==> src/rtl/seg_pkg.sv <==
// seg_pkg: shared constants for the seven-segment scan driver (digit count, glyphs, blank/off patterns).
package seg_pkg;
  typedef logic [6:0] seg_t;
  localparam int NUM_DIGITS = 4;
  localparam seg_t SEG_0 = 7'b0000001;
  localparam seg_t SEG_1 = 7'b1001111;
  localparam seg_t SEG_2 = 7'b0010010;
  localparam seg_t SEG_3 = 7'b0000110;
  localparam seg_t SEG_4 = 7'b1001100;
  localparam seg_t SEG_5 = 7'b0100100;
  localparam seg_t SEG_6 = 7'b0100000;
  localparam seg_t SEG_7 = 7'b0001111;
  localparam seg_t SEG_8 = 7'b0000000;
  localparam seg_t SEG_9 = 7'b0000100;
  localparam seg_t SEG_A = 7'b0001000;
  localparam seg_t SEG_B = 7'b1100000;
  localparam seg_t SEG_C = 7'b0110001;
  localparam seg_t SEG_D = 7'b1000010;
  localparam seg_t SEG_E = 7'b0110000;
  localparam seg_t SEG_F = 7'b0111000;
  localparam seg_t SEG_BLANK = 7'b1111111;
  localparam logic [NUM_DIGITS-1:0] ANODE_OFF = 4'b1111;
endpackage

==> src/rtl/seg_hex_decode.sv <==
// seg_hex_decode: hex nibble (nib_i) to active-low {a..g} glyph (seg_o), purely combinational.
module seg_hex_decode
  import seg_pkg::*;
(
  input  logic [3:0] nib_i,
  output seg_t       seg_o
);
  always_comb begin
    seg_o = SEG_BLANK;
    case (nib_i)
      4'h0: seg_o = SEG_0;
      4'h1: seg_o = SEG_1;
      4'h2: seg_o = SEG_2;
      4'h3: seg_o = SEG_3;
      4'h4: seg_o = SEG_4;
      4'h5: seg_o = SEG_5;
      4'h6: seg_o = SEG_6;
      4'h7: seg_o = SEG_7;
      4'h8: seg_o = SEG_8;
      4'h9: seg_o = SEG_9;
      4'hA: seg_o = SEG_A;
      4'hB: seg_o = SEG_B;
      4'hC: seg_o = SEG_C;
      4'hD: seg_o = SEG_D;
      4'hE: seg_o = SEG_E;
      default: seg_o = SEG_F;
    endcase
  end
endmodule

==> src/rtl/seg_scan_driver.sv <==
// seg_scan_driver: 4-digit multiplexed hex display; clk/rst(async, active-low), number+load in; anode_activate, led_out, frame_done out; SEG_LZB_EN enables leading-zero blanking.
module seg_scan_driver
  import seg_pkg::*;
#(
  parameter int DIV_W = 16
) (
  input  logic                  clk,
  input  logic                  rst,
  input  logic [15:0]           number,
  input  logic                  load,
  output logic [NUM_DIGITS-1:0] anode_activate,
  output seg_t                  led_out,
  output logic                  frame_done
);
  logic [DIV_W-1:0] cnt_q, cnt_d;
  logic [15:0] shown_q, shown_d, pend_q, pend_d;
  logic pflag_q, pflag_d;
  logic wrap;
  logic [1:0] sel;
  logic [3:0] nib, an_d;
  seg_t glyph, led_d;
  seg_hex_decode u_dec (.nib_i(nib), .seg_o(glyph));
  // shown only changes at the frame boundary so a frame is never mixed
  always_comb begin
    cnt_d = cnt_q + 1'b1;
    wrap = &cnt_q;
    sel = cnt_q[DIV_W-1 -: 2];
    shown_d = wrap ? (load ? number : (pflag_q ? pend_q : shown_q)) : shown_q;
    pend_d = (load && !wrap) ? number : pend_q;
    pflag_d = !wrap && (load || pflag_q);
    nib = shown_q[{sel, 2'b00} +: 4];
`ifdef SEG_LZB_EN
    an_d = (sel != 2'd0 && (shown_q >> {sel, 2'b00}) == 16'd0) ? ANODE_OFF : ~(4'b0001 << sel);
    led_d = (sel != 2'd0 && (shown_q >> {sel, 2'b00}) == 16'd0) ? SEG_BLANK : glyph;
`else
    an_d = ~(4'b0001 << sel);
    led_d = glyph;
`endif
  end
  always_ff @(posedge clk or negedge rst) begin
    if (!rst) begin
      cnt_q <= '0;
      shown_q <= '0;
      pend_q <= '0;
      pflag_q <= 1'b0;
      anode_activate <= ANODE_OFF;
      led_out <= SEG_BLANK;
      frame_done <= 1'b0;
    end else begin
      cnt_q <= cnt_d;
      shown_q <= shown_d;
      pend_q <= pend_d;
      pflag_q <= pflag_d;
      anode_activate <= an_d;
      led_out <= led_d;
      frame_done <= wrap;
    end
  end
endmodule

==> config.mk <==
export PLATFORM = sky130hd
export DESIGN_NAME = seg_scan_driver
export DESIGN_NICKNAME = d
export VERILOG_FILES = /design/src/rtl/seg_pkg.sv /design/src/rtl/seg_hex_decode.sv /design/src/rtl/seg_scan_driver.sv
export SDC_FILE = /design/constraint.sdc
export NUM_CORES = 1
export LEC_CHECK = 0
export CELL_PAD_IN_SITES_DETAIL_PLACEMENT = 1
export CELL_PAD_IN_SITES_GLOBAL_PLACEMENT = 2
export CORE_UTILIZATION = 36
export DETAILED_ROUTE_END_ITERATION = 10
export PLACE_DENSITY = 0.81
export REMOVE_ABC_BUFFERS = 1
export SLEW_MARGIN = 10
export SYNTH_ARGS = -nofsm -noshare
export SYNTH_HDL_FRONTEND = slang
export SYNTH_SLANG_ARGS = --single-unit
==> constraint.sdc <==
create_clock -name clk -period 1.7 [get_ports clk]
set_input_delay 0.34 -clock clk [delete_from_list [all_inputs] [get_ports clk]]
set_output_delay 0.34 -clock clk [all_outputs]
set_load 0.02 [all_outputs]
==> summary.txt, run 1 <==
Global route
  – GRT Util Overall: 14.6%
  – Initial antenna violation count: 0
  – Total grt overflow: 0
  – Pin count of the biggest net entering global routing: 62
  – Vias in the first global route: 1,962
  – Global-route wire length before repair: 9400 um

Worst setup path
  – R2R cell count: 5
  – R2R Setup Slk: -0.03 ns
  – Startpoint type of the worst setup path: flip-flop
  – CP Max Fanout: 5
  – Kind of critical path: reg -> reg
  – CP Data Required Time: 1.94 ns
  – Worst reg2reg endpoint: led_out[6]$_DFF_PN1_
  – CP endpoint kind: flip-flop
  – Worst Path Arrival: 1.98 ns
  – FF-to-FF Start: cnt_q[14]$_DFF_PN0_

Clock network
  – Clock-pin slew on the worst setup and hold paths: 0.07 ns
  – H-Tree Depth: 3
  – Hold Buf Count CTS: 0
  – CTS Buf Count: 9
  – Clock sink count: 61
  – Worst-skew pair later-pin latency: 0.32 ns
  – Root buf cell: clkbuf_8
  – CTS tree: done
  – Clock buffer depth: 2

STA
  – Final Setup Violations: 4
  – Final hold slack: 0.0101 ns
  – Worst Slack Setup Final: -0.0345 ns
  – Max Fclk: 577 MHz
  – Final period util: 102%
  – Slew HR: 77.5%
  – RSZ-0062 raised after global routing: yes
  – Layout Skew: 0.00622 ns
  – Min Clock Period, post-route: 1.73 ns
  – Slew @ Worst Pin: 0.338 ns
  – Max-slew violations: 0
  – Final hold vios: 0

Yosys
  – Top cells by count, synth: 50 x dfrtp_1, 40 x mux2_2, 12 x xnor2_1
  – Post-synth EDFFs: 0
  – Cells after synthesis: 200
  – Most common flop cell mapped by yosys: dfrtp_1
  – Synth area leaders: dfrtp_1 44%, mux2_2 16%, dfstp_2 10%
  – Seq/Total Area, Yosys: 53.8%
  – Syn Area/Cell: 14.3 um^2
  – Most common cell in the netlist: dfrtp_1
  – Yosys top cell by area: dfrtp_1
  – Synth unique cells: 38
  – #FFs+latches synth: 61
  – Warnings from Yosys: 0
  – Yosys top cell area share: 43.7%
  – Synth Cell Area: 0.00287 mm^2
  – FFs w/ async S/R, synth: 100%

Route
  – DR WL/cell: 14.7 um
  – Detailed Routing Iterations Pass 1: 4
  – Routed wire length: 5570 um
  – Drt drc: 0
  – Post-route ant nets: 0
  – Via/cell ratio: 4.72
  – Vias: 1,784
  – Starting DRT DRC Count: 39

Floorplanning
  – Core Region: 0.00773 mm^2
  – Initial Util: 37.1%
  – Die Y: 91.2 um
  – Die width: 91.2 um
  – Total die area: 0.00832 mm^2
  – Row cnt: 32
  – Ports: 31

Cells and area
  – Post-route cell area: 0.00389 mm^2
  – Layout cells sized above 1: 52.9%
  – ANT cells: 0
  – Synth-to-layout area growth: 35.7%
  – Final #Nets: 297
  – Fin util: 50.3%
  – Fillers: 792

Placement
  – Final HPWL DP: 3880 um
  – Placer Congestion: 0.719
  – Dpl ws: -0.194 ns
  – Area after DPL: 0.00347 mm^2
  – I/O Buffers: 30

Worst hold path
  – Hold Path Class: in -> async

Run
  – MaxCap Viol Count: 0

Outcome
  – Outcome: finished with violations
  – Violations in the final reports: setup timing

Power and ir drop
  – PD cells: 807 mW/mm^2
  – VDD IR max: 0.000578 V
  – LEAKAGE: 1.73 nW
## sequential cells by signal, indices dropped and copies added (netlist names)
register / count
anode_activate: 4
cnt_q: 16
frame_done: 1
led_out: 7
pend_q: 16
pflag_q: 1
shown_q: 16
## cell usage in the layout, fill, tap and decap left out, types with 2 or more instances in the layout
cell / n
dfrtp_1: 49
mux2_2: 38
buf_4: 28
clkdlybuf4s50_1: 18
xnor2_1: 12
mux2_4: 12
dfstp_2: 11
clkbuf_8: 11
dlygate4sd2_1: 11
nand3_1: 7
nand2_1: 7
buf_6: 7
nor2_1: 4
mux4_2: 4
ha_1: 4
nand4_1: 3
o21a_1: 3
inv_1: 3
buf_12: 3
and4_4: 2
and2_2: 2
xor2_1: 2
nor2b_4: 2
inv_2: 2
o22ai_1: 2
nand2b_1: 2
ha_4: 2
clkinv_2: 2
bufinv_16: 2
## worst max path at each step
stage               cells after the start                     end  slack (ns)                 from
floorplan                               4  shown_q[0]$_DFFE_PN0P_       -0.31  cnt_q[10]$_DFF_PN0_
global placement                        5  shown_q[0]$_DFFE_PN0P_       -0.16                 load
detailed placement                      5  shown_q[0]$_DFFE_PN0P_       -0.19                 load
CTS                                     5    led_out[6]$_DFF_PN1_       -0.06  cnt_q[14]$_DFF_PN0_
global route                            6    led_out[3]$_DFF_PN1_       -0.10  cnt_q[14]$_DFF_PN0_
finish                                  5    led_out[6]$_DFF_PN1_       -0.03  cnt_q[14]$_DFF_PN0_
## per-layer routing
layer	track usage (%)	share of wire, %	vias to the layer above	wire [um]
met2	24.0	51	27	2840
met3	3.27	2.2	6	124
met5	0	0	-	0
met4	5.95	1.1	0	63
met1	18.5	46	906	2540
li1	-	-	845	-
## what timing repair did
action,4_1_cts,5_1_grt
setup endpoints to repair,50,37
gates resized for setup,26,19
gates cloned,0,1
pin swaps,3,2
setup buffers,4,3
## logic make-up after synthesis
group                    synth area share (%)
flip-flops                               53.8
multiplexers                             24.1
AND/OR/NAND/NOR                          8.12
buffers and inverters                    3.75
AO/OA/AOI/OAI                            2.93
adder cells (fa/ha/maj)                  3.06
XOR/XNOR                                 4.28
## power breakdown
part	total (W)	internal, W	switching (W)	leakage (nW)
logic	0.000196	0.000118	0.0000783	0.857
clock network	0.00143	0.000901	0.000533	0.116
registers	0.00151	0.00149	0.0000174	0.755
## per-stage QoR
step / cells / setup TNS, ns / power (W)
6_report: 378 / -0.103 / 0.00314
5_1_grt: 378 / -1.12 / 0.00327
4_1_cts: 374 / -0.0920 / 0.00319
3_5_place_dp: 354 / -4.29 / 0.00174
3_3_place_gp: 354 / -3.68 / 0.00173
2_1_floorplan: 191 / -5.90 / 0.00161
## critical path, stage by stage (launching register included)
cell and delay [ns]:
dfrtp_2 0.43, mux4_2 0.59, inv_2 0.11, ha_2 0.22, inv_1 0.08, o31ai_2 0.23
## cell type report
cell class | count | area, um^2 | area share (%)
tap | 102 | 128 | 3.28
clock inverter | 4 | 70.1 | 1.80
inverter | 5 | 18.8 | 0.483
multi-input combinational | 125 | 1320 | 33.9
timing repair buffer | 69 | 656 | 16.9
sequential | 61 | 1540 | 39.6
clock buffer | 12 | 155 | 3.99
Note: power is estimated with default switching activity, not from simulation.
==> inputs of run 2 (changes only) <==
--- a/config.mk
+++ b/config.mk
@@ -7,11 +7,11 @@
 export LEC_CHECK = 0
 export CELL_PAD_IN_SITES_DETAIL_PLACEMENT = 1
 export CELL_PAD_IN_SITES_GLOBAL_PLACEMENT = 2
-export CORE_UTILIZATION = 36
+export CORE_UTILIZATION = 40
 export DETAILED_ROUTE_END_ITERATION = 10
-export PLACE_DENSITY = 0.81
+export DONT_BUFFER_PORTS = 1
+export PLACE_DENSITY = 0.8
 export REMOVE_ABC_BUFFERS = 1
-export SLEW_MARGIN = 10
 export SYNTH_ARGS = -nofsm -noshare
 export SYNTH_HDL_FRONTEND = slang
 export SYNTH_SLANG_ARGS = --single-unit
==> run 2 against run 1 <==
Net effect:
- the run ends with hold timing, setup timing left
- largest power group unchanged
- largest cell class unchanged
- clock power decreased by 23%
- design area fell by 11%
- final cell count down 11%
- utilization rose by 0.31 points
- critical path depth up 1
==> summary.txt, run 2 (synthesis results as in run 1) <==
Floorplanning
  – Total die area: 0.00751 mm^2
  – Row cnt: 30
  – Core Region: 0.00687 mm^2
  – Die Y: 86.6 um
  – Ports: 31
  – Initial Util: 41.7%
  – Die width: 86.6 um

Global route
  – Global-route wire length before repair: 9890 um
  – GRT Util Overall: 17.9%
  – Pin count of the biggest net entering global routing: 62
  – Vias in the first global route: 1,918
  – Total grt overflow: 0
  – Initial antenna violation count: 0

STA
  – Max-slew violations: 0
  – TNS Setup: -0.503 ns
  – Slew HR: 79.0%
  – Final period util: 103%
  – Layout Skew: 0.00684 ns
  – Worst Slack Setup Final: -0.0580 ns
  – Final hold slack: -0.303 ns
  – Max Fclk: 569 MHz
  – Min Clock Period, post-route: 1.76 ns
  – RSZ-0062 raised after global routing: yes
  – Final hold vios: 61
  – Final Setup Violations: 20
  – Slew @ Worst Pin: 0.315 ns

Cells and area
  – Fillers: 697
  – Most frequent cells in the layout: 49 x dfrtp_1, 39 x mux2_2, 23 x buf_4
  – Register Area: 0.00154 mm^2
  – Final #Nets: 260
  – Post-route cell area: 0.00348 mm^2
  – Biggest regs: cnt_q x16, pend_q x16, shown_q x16
  – Most common cell after layout, fill and taps aside: dfrtp_1
  – Synth-to-layout area growth: 21.4%
  – ANT cells: 0
  – Fin util: 50.6%
  – Multi-input logic area: 0.00134 mm^2
  – Layout cells sized above 1: 56.1%

Route
  – Detailed Routing Iterations Pass 1: 5
  – Drt drc: 0
  – Uppermost layer routed: met4
  – Post-route ant nets: 0
  – DR WL/cell: 18.2 um
  – Starting DRT DRC Count: 78
  – Routed wire length: 6110 um
  – Met2 WL: 3030 um
  – M1 WL: 2570 um
  – Via/cell ratio: 5.16
  – Vias: 1,729
  – Metal3 WL: 294 um

Placement
  – Area after DPL: 0.00311 mm^2
  – Final HPWL DP: 3560 um
  – Placer Congestion: 0.798
  – I/O Buffers: 0

Clock network
  – Root buf cell: clkbuf_8
  – Worst-skew pair later-pin latency: 0.33 ns
  – CTS Buf Count: 9
  – CTS tree: done
  – Clock sink count: 61
  – Clock-pin slew on the worst setup and hold paths: 0.07 ns
  – H-Tree Depth: 3
  – Clock buffer depth: 2

Worst setup path
  – Startpoint type of the worst setup path: flip-flop
  – CP Data Required Time: 1.96 ns
  – Critical path cell sequence: mux4_2 > inv_4 > buf_6 > ha_2 > mux2_4 > o21ai_2
  – Worst path bufs/invs: 2
  – Worst path slowest cell: mux4_2
  – Crit-path max cell delay: 0.62 ns
  – Kind of critical path: reg -> reg
  – CP Max Fanout: 5
  – Worst Path Arrival: 2.02 ns
  – Delay-heaviest family, CP: multiplexers
  – CP endpoint kind: flip-flop

Power and ir drop
  – VDD IR max: 0.000467 V
  – PD cells: 779 mW/mm^2
  – LEAKAGE: 1.50 nW
  – Pwr Total: 0.00271 W

Outcome
  – Outcome: finished with violations
  – Violations in the final reports: hold timing, setup timing

Run
  – MaxCap Viol Count: 0

Worst hold path
  – Hold Path Class: in -> async
[run 2: changes by cell type in the layout (fill, tap and decap cells not counted), moves of 2 or more]
| cell | previous run | this run |
|---|---|---|
| inv_4 | 0 | 2 |
| buf_4 | 28 | 23 |
| buf_12 | 3 | 1 |
| clkbuf_1 | 1 | 4 |
| dlygate4sd2_1 | 11 | 0 |
| inv_2 | 2 | 0 |
| ha_4 | 2 | 4 |
| nor2b_4 | 2 | 0 |
| ha_1 | 4 | 1 |
| bufinv_16 | 2 | 0 |
| clkdlybuf4s50_1 | 18 | 0 |
[run 2: per-stage QoR]
step,std cells,setup WS (ns)
detailed placement,312,-0.146
finish,335,-0.0580
floorplan,191,-0.306
CTS,334,-0.0263
global placement,312,-0.0757
global route,335,-0.108
[run 2: per-layer routing]
metal / GRT usage [%] / up-vias
met5: 0 / -
met4: 10.5 / 0
met3: 4.86 / 18
met2: 28.1 / 47
met1: 22.2 / 878
li1: - / 786
[run 2: path summary, 6_finish.rpt]
path / startpoint / end / slack [ns] / cells past startpoint
max in group asynchronous: rst / anode_activate[2]$_DFF_PN1_ / 1.82 / 0
hold / removal: rst / shown_q[3]$_DFFE_PN0P_ / -0.30 / 0
hold reg to reg: cnt_q[0]$_DFF_PN0_ / cnt_q[0]$_DFF_PN0_ / 0.46 / 1
min in group clk: number[15] / pend_q[15]$_DFFE_PN0P_ / 0.15 / 1
setup / recovery: cnt_q[14]$_DFF_PN0_ / led_out[2]$_DFF_PN1_ / -0.06 / 6
setup reg to reg: cnt_q[14]$_DFF_PN0_ / led_out[2]$_DFF_PN1_ / -0.06 / 6
[run 2: cell type report]
type / count / share of cell area [%]
Clock buffer: 14 / 4.39
Clock inverter: 2 / 0.288
Inverter: 5 / 0.683
Multi-Input combinational cell: 126 / 38.6
Sequential cell: 61 / 44.3
Tap cell: 96 / 3.45
Timing Repair Buffer: 31 / 8.27
[run 2: report_power, final]
part / switching [W] / total, W / internal (W)
clock network: 0.000529 / 0.00110 / 0.000567
logic: 0.0000314 / 0.000106 / 0.0000745
registers: 0.0000171 / 0.00151 / 0.00149
total: 0.000577 / 0.00271 / 0.00213
[run 2: timing repair]
action	CTS	global route
pin swaps	3	5
endpoints found under the hold margin	61	61
gates cloned	2	0
setup endpoints to repair	30	38
buffers inserted	4	2
resized for setup	13	20
==> inputs of run 3 (changes only) <==
--- a/config.mk
+++ b/config.mk
@@ -12,6 +12,7 @@
 export DONT_BUFFER_PORTS = 1
 export PLACE_DENSITY = 0.8
 export REMOVE_ABC_BUFFERS = 1
+export SETUP_SLACK_MARGIN = 0.02
 export SYNTH_ARGS = -nofsm -noshare
 export SYNTH_HDL_FRONTEND = slang
 export SYNTH_SLANG_ARGS = --single-unit
==> constraint.sdc (replaced) <==
create_clock -name clk -period 1.7 [get_ports clk]
set_input_delay 0.51 -clock clk [delete_from_list [all_inputs] [get_ports clk]]
set_output_delay 0.51 -clock clk [all_outputs]
set_load 0.02 [all_outputs]
==> run 3 against run 2 <==
Net effect:
- the flow finishes with violations (setup timing)
- first-iteration DRC count fell by 40%
- register-to-register slack barely moved
- via count rose by 4.5%
- clock skew barely moved
- clock power barely moved
- largest cell class unchanged
- largest power group unchanged
==> summary.txt, run 3 (synthesis results as in run 1) <==
Cells and area
  – Fin util: 53.9%
  – Most frequent cells in the layout: 49 x dfrtp_1, 32 x mux2_4, 29 x buf_4
  – Layout cells sized above 1: 58.2%
  – Final #Nets: 272
  – Most common cell after layout, fill and taps aside: dfrtp_1
  – Biggest regs: cnt_q x16, pend_q x16, shown_q x16
  – Post-route cell area: 0.00370 mm^2
  – Fillers: 676
  – ANT cells: 0
  – Synth-to-layout area growth: 29.3%
  – Register Area: 0.00154 mm^2
  – Multi-input logic area: 0.00144 mm^2

Floorplanning
  – Die width: 86.6 um
  – Total die area: 0.00751 mm^2
  – Initial Util: 41.7%
  – Row cnt: 30
  – Die Y: 86.6 um
  – Core Region: 0.00687 mm^2
  – Ports: 31

Route
  – Post-route ant nets: 0
  – Detailed Routing Iterations Pass 1: 4
  – Starting DRT DRC Count: 47
  – DR WL/cell: 19.0 um
  – Vias: 1,806
  – Via/cell ratio: 5.20
  – Routed wire length: 6590 um
  – Drt drc: 0

Power and ir drop
  – PD cells: 760 mW/mm^2
  – LEAKAGE: 1.64 nW
  – VDD IR max: 0.000502 V
  – Pwr Total: 0.00281 W

Clock network
  – H-Tree Depth: 3
  – CTS Buf Count: 9
  – CTS tree: done
  – Clock-pin slew on the worst setup and hold paths: 0.07 ns
  – Clock sink count: 61
  – Worst-skew pair later-pin latency: 0.34 ns
  – Clock buffer depth: 2
  – Root buf cell: clkbuf_8

STA
  – Min Clock Period, post-route: 1.75 ns
  – Final period util: 103%
  – Layout Skew: 0.00647 ns
  – Slew HR: 79.6%
  – Max Fclk: 571 MHz
  – Slew @ Worst Pin: 0.306 ns
  – RSZ-0062 raised after global routing: yes
  – Final Setup Violations: 6
  – Worst Slack Setup Final: -0.0505 ns
  – Final hold slack: 0.00614 ns
  – Final hold vios: 0
  – Max-slew violations: 0

Placement
  – I/O Buffers: 0
  – Placer Congestion: 0.798
  – Final HPWL DP: 3560 um
  – Area after DPL: 0.00311 mm^2

Global route
  – Global-route wire length before repair: 10,300 um
  – GRT Util Overall: 18.5%
  – Pin count of the biggest net entering global routing: 51
  – Total grt overflow: 0
  – Initial antenna violation count: 0
  – Vias in the first global route: 1,977

Outcome
  – Outcome: finished with violations
  – Violations in the final reports: setup timing

Worst setup path
  – Critical path cell sequence: buf_6 > mux4_2 > nor2b_1 > a22oi_2 > o31ai_2
  – Delay-heaviest family, CP: multiplexers
  – Crit-path max cell delay: 0.59 ns
  – Kind of critical path: reg -> reg
  – Worst path slowest cell: mux4_2
  – CP Max Fanout: 5
  – CP Data Required Time: 1.95 ns
  – Startpoint type of the worst setup path: flip-flop
  – Worst Path Arrival: 2.00 ns
  – CP endpoint kind: flip-flop
  – Worst path bufs/invs: 1

Run
  – MaxCap Viol Count: 0

Worst hold path
  – Hold Path Class: in -> async
## run 3: cell types whose count changed in the layout (fill, tap and decap cells not counted), sizes merged
cell / delta
buf: +7
dlygate4sd3: +4
clkbuf: +1
## run 3: final timing paths
path	startpoint	cells past startpoint	slack, ns	endpoint
min in group clk	number[13]	1	0.31	pend_q[13]$_DFFE_PN0P_
setup reg to reg	cnt_q[14]$_DFF_PN0_	5	-0.05	led_out[6]$_DFF_PN1_
setup / recovery	cnt_q[14]$_DFF_PN0_	5	-0.05	led_out[6]$_DFF_PN1_
max in group asynchronous	rst	1	1.05	led_out[4]$_DFF_PN1_
hold reg to reg	cnt_q[0]$_DFF_PN0_	1	0.46	cnt_q[0]$_DFF_PN0_
hold / removal	rst	1	0.006	shown_q[3]$_DFFE_PN0P_
## run 3: per-layer routing
metal / wire [um] / vias up / share of wire (%) / track usage [%]
met1: 2950 / 943 / 45 / 24.0
met2: 3230 / 44 / 49 / 29.5
met4: 178 / 0 / 2.7 / 9.09
met5: 0 / - / 0 / 0
li1: - / 803 / - / -
met3: 243 / 16 / 3.7 / 3.90
## run 3: report_power, final
part	switching, W	internal, W
Clock	0.000552	0.000567
Sequential	0.0000210	0.00149
Combinational	0.0000678	0.000116
## run 3: worst reg2reg max path: cells and delay by family (launching register included)
kind,cells,cell delay (ns)
multiplexers,1,0.60
AO/OA/AOI/OAI,2,0.18
buffers and inverters,1,0.14
flip-flops,1,0.43
AND/OR/NAND/NOR,1,0.31
## run 3: repair_timing
action                     CTS  global route
hold buffers                 2             3
setup buffers                8             5
resized for setup           20            42
hold endpoints to repair    50             2
pin swaps                    5             7
gates cloned                 2             1
setup endpoints to repair   39            37
## run 3: cell type report
cell class | count | area share, %
inverter | 5 | 0.642
timing repair buffer | 43 | 11.2
clock buffer | 14 | 4.12
clock inverter | 2 | 0.270
multi-input combinational | 126 | 38.9
sequential | 61 | 41.6
tap | 96 | 3.24
## run 3: stage by stage
| step | setup TNS [ns] | worst slack, ns | instances |
|---|---|---|---|
| floorplan | -5.90 | -0.306 | 191 |
| global placement | -0.305 | -0.0757 | 312 |
| detailed placement | -0.681 | -0.146 | 312 |
| CTS | -0.0223 | -0.00688 | 340 |
| global route | -0.962 | -0.132 | 347 |
| finish | -0.191 | -0.0505 | 347 |
==> variant: new RTL, config.mk and constraints of run 2 <==
Build with the macro `SEG_LZB_EN` defined.
--- a/src/rtl/seg_scan_driver.sv
+++ b/src/rtl/seg_scan_driver.sv
@@ -1,2 +1,4 @@
 // seg_scan_driver: 4-digit multiplexed hex display; clk/rst(async, active-low), number+load in; anode_activate, led_out, frame_done out; SEG_LZB_EN enables leading-zero blanking.
+`define SEG_LZB_EN
+
 module seg_scan_driver
Behaviour: same outputs for any inputs over 10 cycles, from zero or initial values and one cycle with rst low; that may be too few to reach the edited logic, so the function may still have changed.
==> variant against run 2 <==
The run still ends with negative hold slack, negative setup slack left; global-route usage rose by 1.5 points; largest power group unchanged; power rose by 16%; via count rose by 14%; setup slack got worse by 0.18 ns; sequential power barely moved; first-iteration DRC count fell by 32%; sequential cell count did not move; area after synthesis rose by 2.7%; utilization rose by 3.5 points; wire length rose by 8.5%; design area rose by 8.2%; critical endpoint is now led_out[0].
==> variant: results (changes against run 2) <==
stage	metric	value	unit	change
run_status	outcome	finished with violations		unchanged
run_status	violations	negative hold slack, negative setup slack		unchanged
place	io_buffers	0		unchanged
finish	num_antenna_cells	0		unchanged
synthesis	yosysSeqAreaShare	52.3	%	was 53.8%
worst_setup_path	crit_fanout	4		was 5
place	place.gp.congestion	0.747		was 0.798
pwr	p_leak	1.73	nW	was 1.50 nW
finish	nNetsFinal	301		was 260
sta	final-setup-viol-count	25		was 20
global_routing	grt_pass1_vias	2185		was 1918
sta	clock-skew-final	0.00944	ns	was 0.00684 ns
clocking	cts_made_buffers	9		unchanged
detailed_routing	first_iter_violations	53		was 78
global_routing	antenna_found_initial	0		unchanged
finish	top_regs	cnt_q: 16 flops, pend_q: 16 flops, shown_q: 16 flops		unchanged
sta	setup_ws	-0.242	ns	was -0.0580 ns
synthesis	synth_common_cells	50 x dfrtp_1, 39 x mux2_2, 16 x nor2_1		was 50 x dfrtp_1, 40 x mux2_2, 12 x xnor2_1, 11 x dfstp_2, 10 x mux2_4
sta	tns	-4.20	ns	was -0.503 ns
finish	num-fill-cells	719		was 697
worst_setup_path	cp-start-kind	register		unchanged
synthesis	postSynth.asyncResetShare	100	%	unchanged
detailed_routing	post-route-drc-count	0		unchanged
clocking	htreeDepth	3		unchanged
sta	finalHoldViolCount	61		unchanged
detailed_routing	wirelength	6640	um	was 6110 um
detailed_routing	avgViaCountPerCell	5.22		was 5.16
sta	tightest_slew	0.490	ns	was 0.315 ns
clocking	clk_path_buf_depth	2		unchanged
place	dpl.hpwl	4200	um	was 3560 um
place	place_ws	-0.406	ns	was -0.146 ns
detailed_routing	first_pass_iters	4		was 5
synthesis	yosysWarnings	0		unchanged
clocking	cts.clk_slew.worst_paths	0.07	ns	about the same
finish	drive_gt1_share	53.0	%	was 56.1%
pwr	ir_drop	377	uV	was 467 uV
clocking	worstSkewPairLatency	0.35	ns	was 0.33 ns
worst_hold_path	min_path_type	in -> async		unchanged
synthesis	synthDistinctLibCells	41		was 38
global_routing	track_usage	19.4	%	was 17.9%
worst_setup_path	crit_arrival	2.21	ns	was 2.02 ns
clocking	clock-root-buffer	clkbuf_8		unchanged
global_routing	grt_pass1_wl	11000	um	was 9890 um
synthesis	synth.top_cells.by_area	dfrtp_1 43%, mux2_2 15%, dfstp_2 9.8%		was dfrtp_1 44%, mux2_2 16%, dfstp_2 10%
pwr	switching_share	20.6	%	was 21.3%
global_routing	grt_max_degree	62		unchanged
sta	hold_ws	-0.315	ns	was -0.303 ns
variant: cell count changes after synthesis, moves of 3 or more:
cell / change
a211o_1: +4
a21oi_1: +3
a311o_1: +3
buf_6: -3
clkbuf_1: +3
mux2i_1: +3
nand2_1: +3
nand2b_1: -3
nor2_1: +11
o21a_1: -3
variant: per-layer routing:
metal  wire length (um)  track usage (%)  vias up  part of all wire [%]
met5                  0                0        -                     0
met4                161             10.9        0                   2.4
met3                186             3.58       14                   2.8
met2               3320             31.1       31                    50
met1               2960             24.9     1014                    45
li1                   -                -      909                     -
variant: worst paths after layout:
kind                       cells past startpoint         end  slack, ns        from
max                                            5  led_out[0]      -0.24   cnt_q[14]
min                                            0   pend_q[4]      -0.32         rst
max reg2reg                                    5  led_out[0]      -0.24   cnt_q[14]
min reg2reg                                    1   cnt_q[13]       0.50   cnt_q[13]
max in group asynchronous                      0  led_out[0]       1.82         rst
min in group clk                               1  pend_q[14]       0.14  number[14]
variant: timing repair:
item / in CTS / in global routing
pin swaps: 7 / 2
setup buffers: 5 / 2
endpoints found under the setup margin: 26 / 31
gates resized for setup: 22 / 8
gates cloned: 1 / 1
hold endpoints to repair: 61 / 61
variant: final cells by class:
class / instances / area (um^2) / share of cell area [%]
Sequential cell: 61 / 1540 / 41.0
Multi-Input combinational cell: 145 / 1390 / 36.9
Timing Repair Buffer: 53 / 459 / 12.2
Clock buffer: 13 / 159 / 4.22
Tap cell: 96 / 120 / 3.19
Clock inverter: 3 / 67.6 / 1.80
Inverter: 6 / 25.0 / 0.665
variant: kinds of logic (layout without fill, tap and decap cells):
family / count (synthesis) / count (layout) / synth area share (%)
compound gates: 21 / 21 / 5.87
xor+xnor: 14 / 14 / 4.17
fa+ha+maj: 6 / 6 / 2.55
buf+inv: 16 / 75 / 2.98
flops: 61 / 61 / 52.3
mux: 55 / 55 / 23.6
simple gates: 49 / 49 / 8.50
variant: critical path, cell delays in order, from the launching register on:
cell and delay [ns]:
dfrtp_2 0.41, mux4_2 0.56, buf_4 0.17, ha_2 0.19, mux2_2 0.26, a221o_1 0.29
variant: power groups by stage:
stage,combinational (mW),sequential [mW],clock [mW]
floorplan,0.0992,1.53,0
global placement,0.120,1.53,0
detailed placement,0.122,1.54,0
CTS,0.150,1.51,1.54
global route,0.156,1.51,1.61
finish,0.146,1.51,1.49
variant: through the flow:
stage,std cells,area [um^2]
global route,377,3760
finish,377,3760
CTS,375,3720
floorplan,212,2880
detailed placement,353,3360
global placement,353,3360
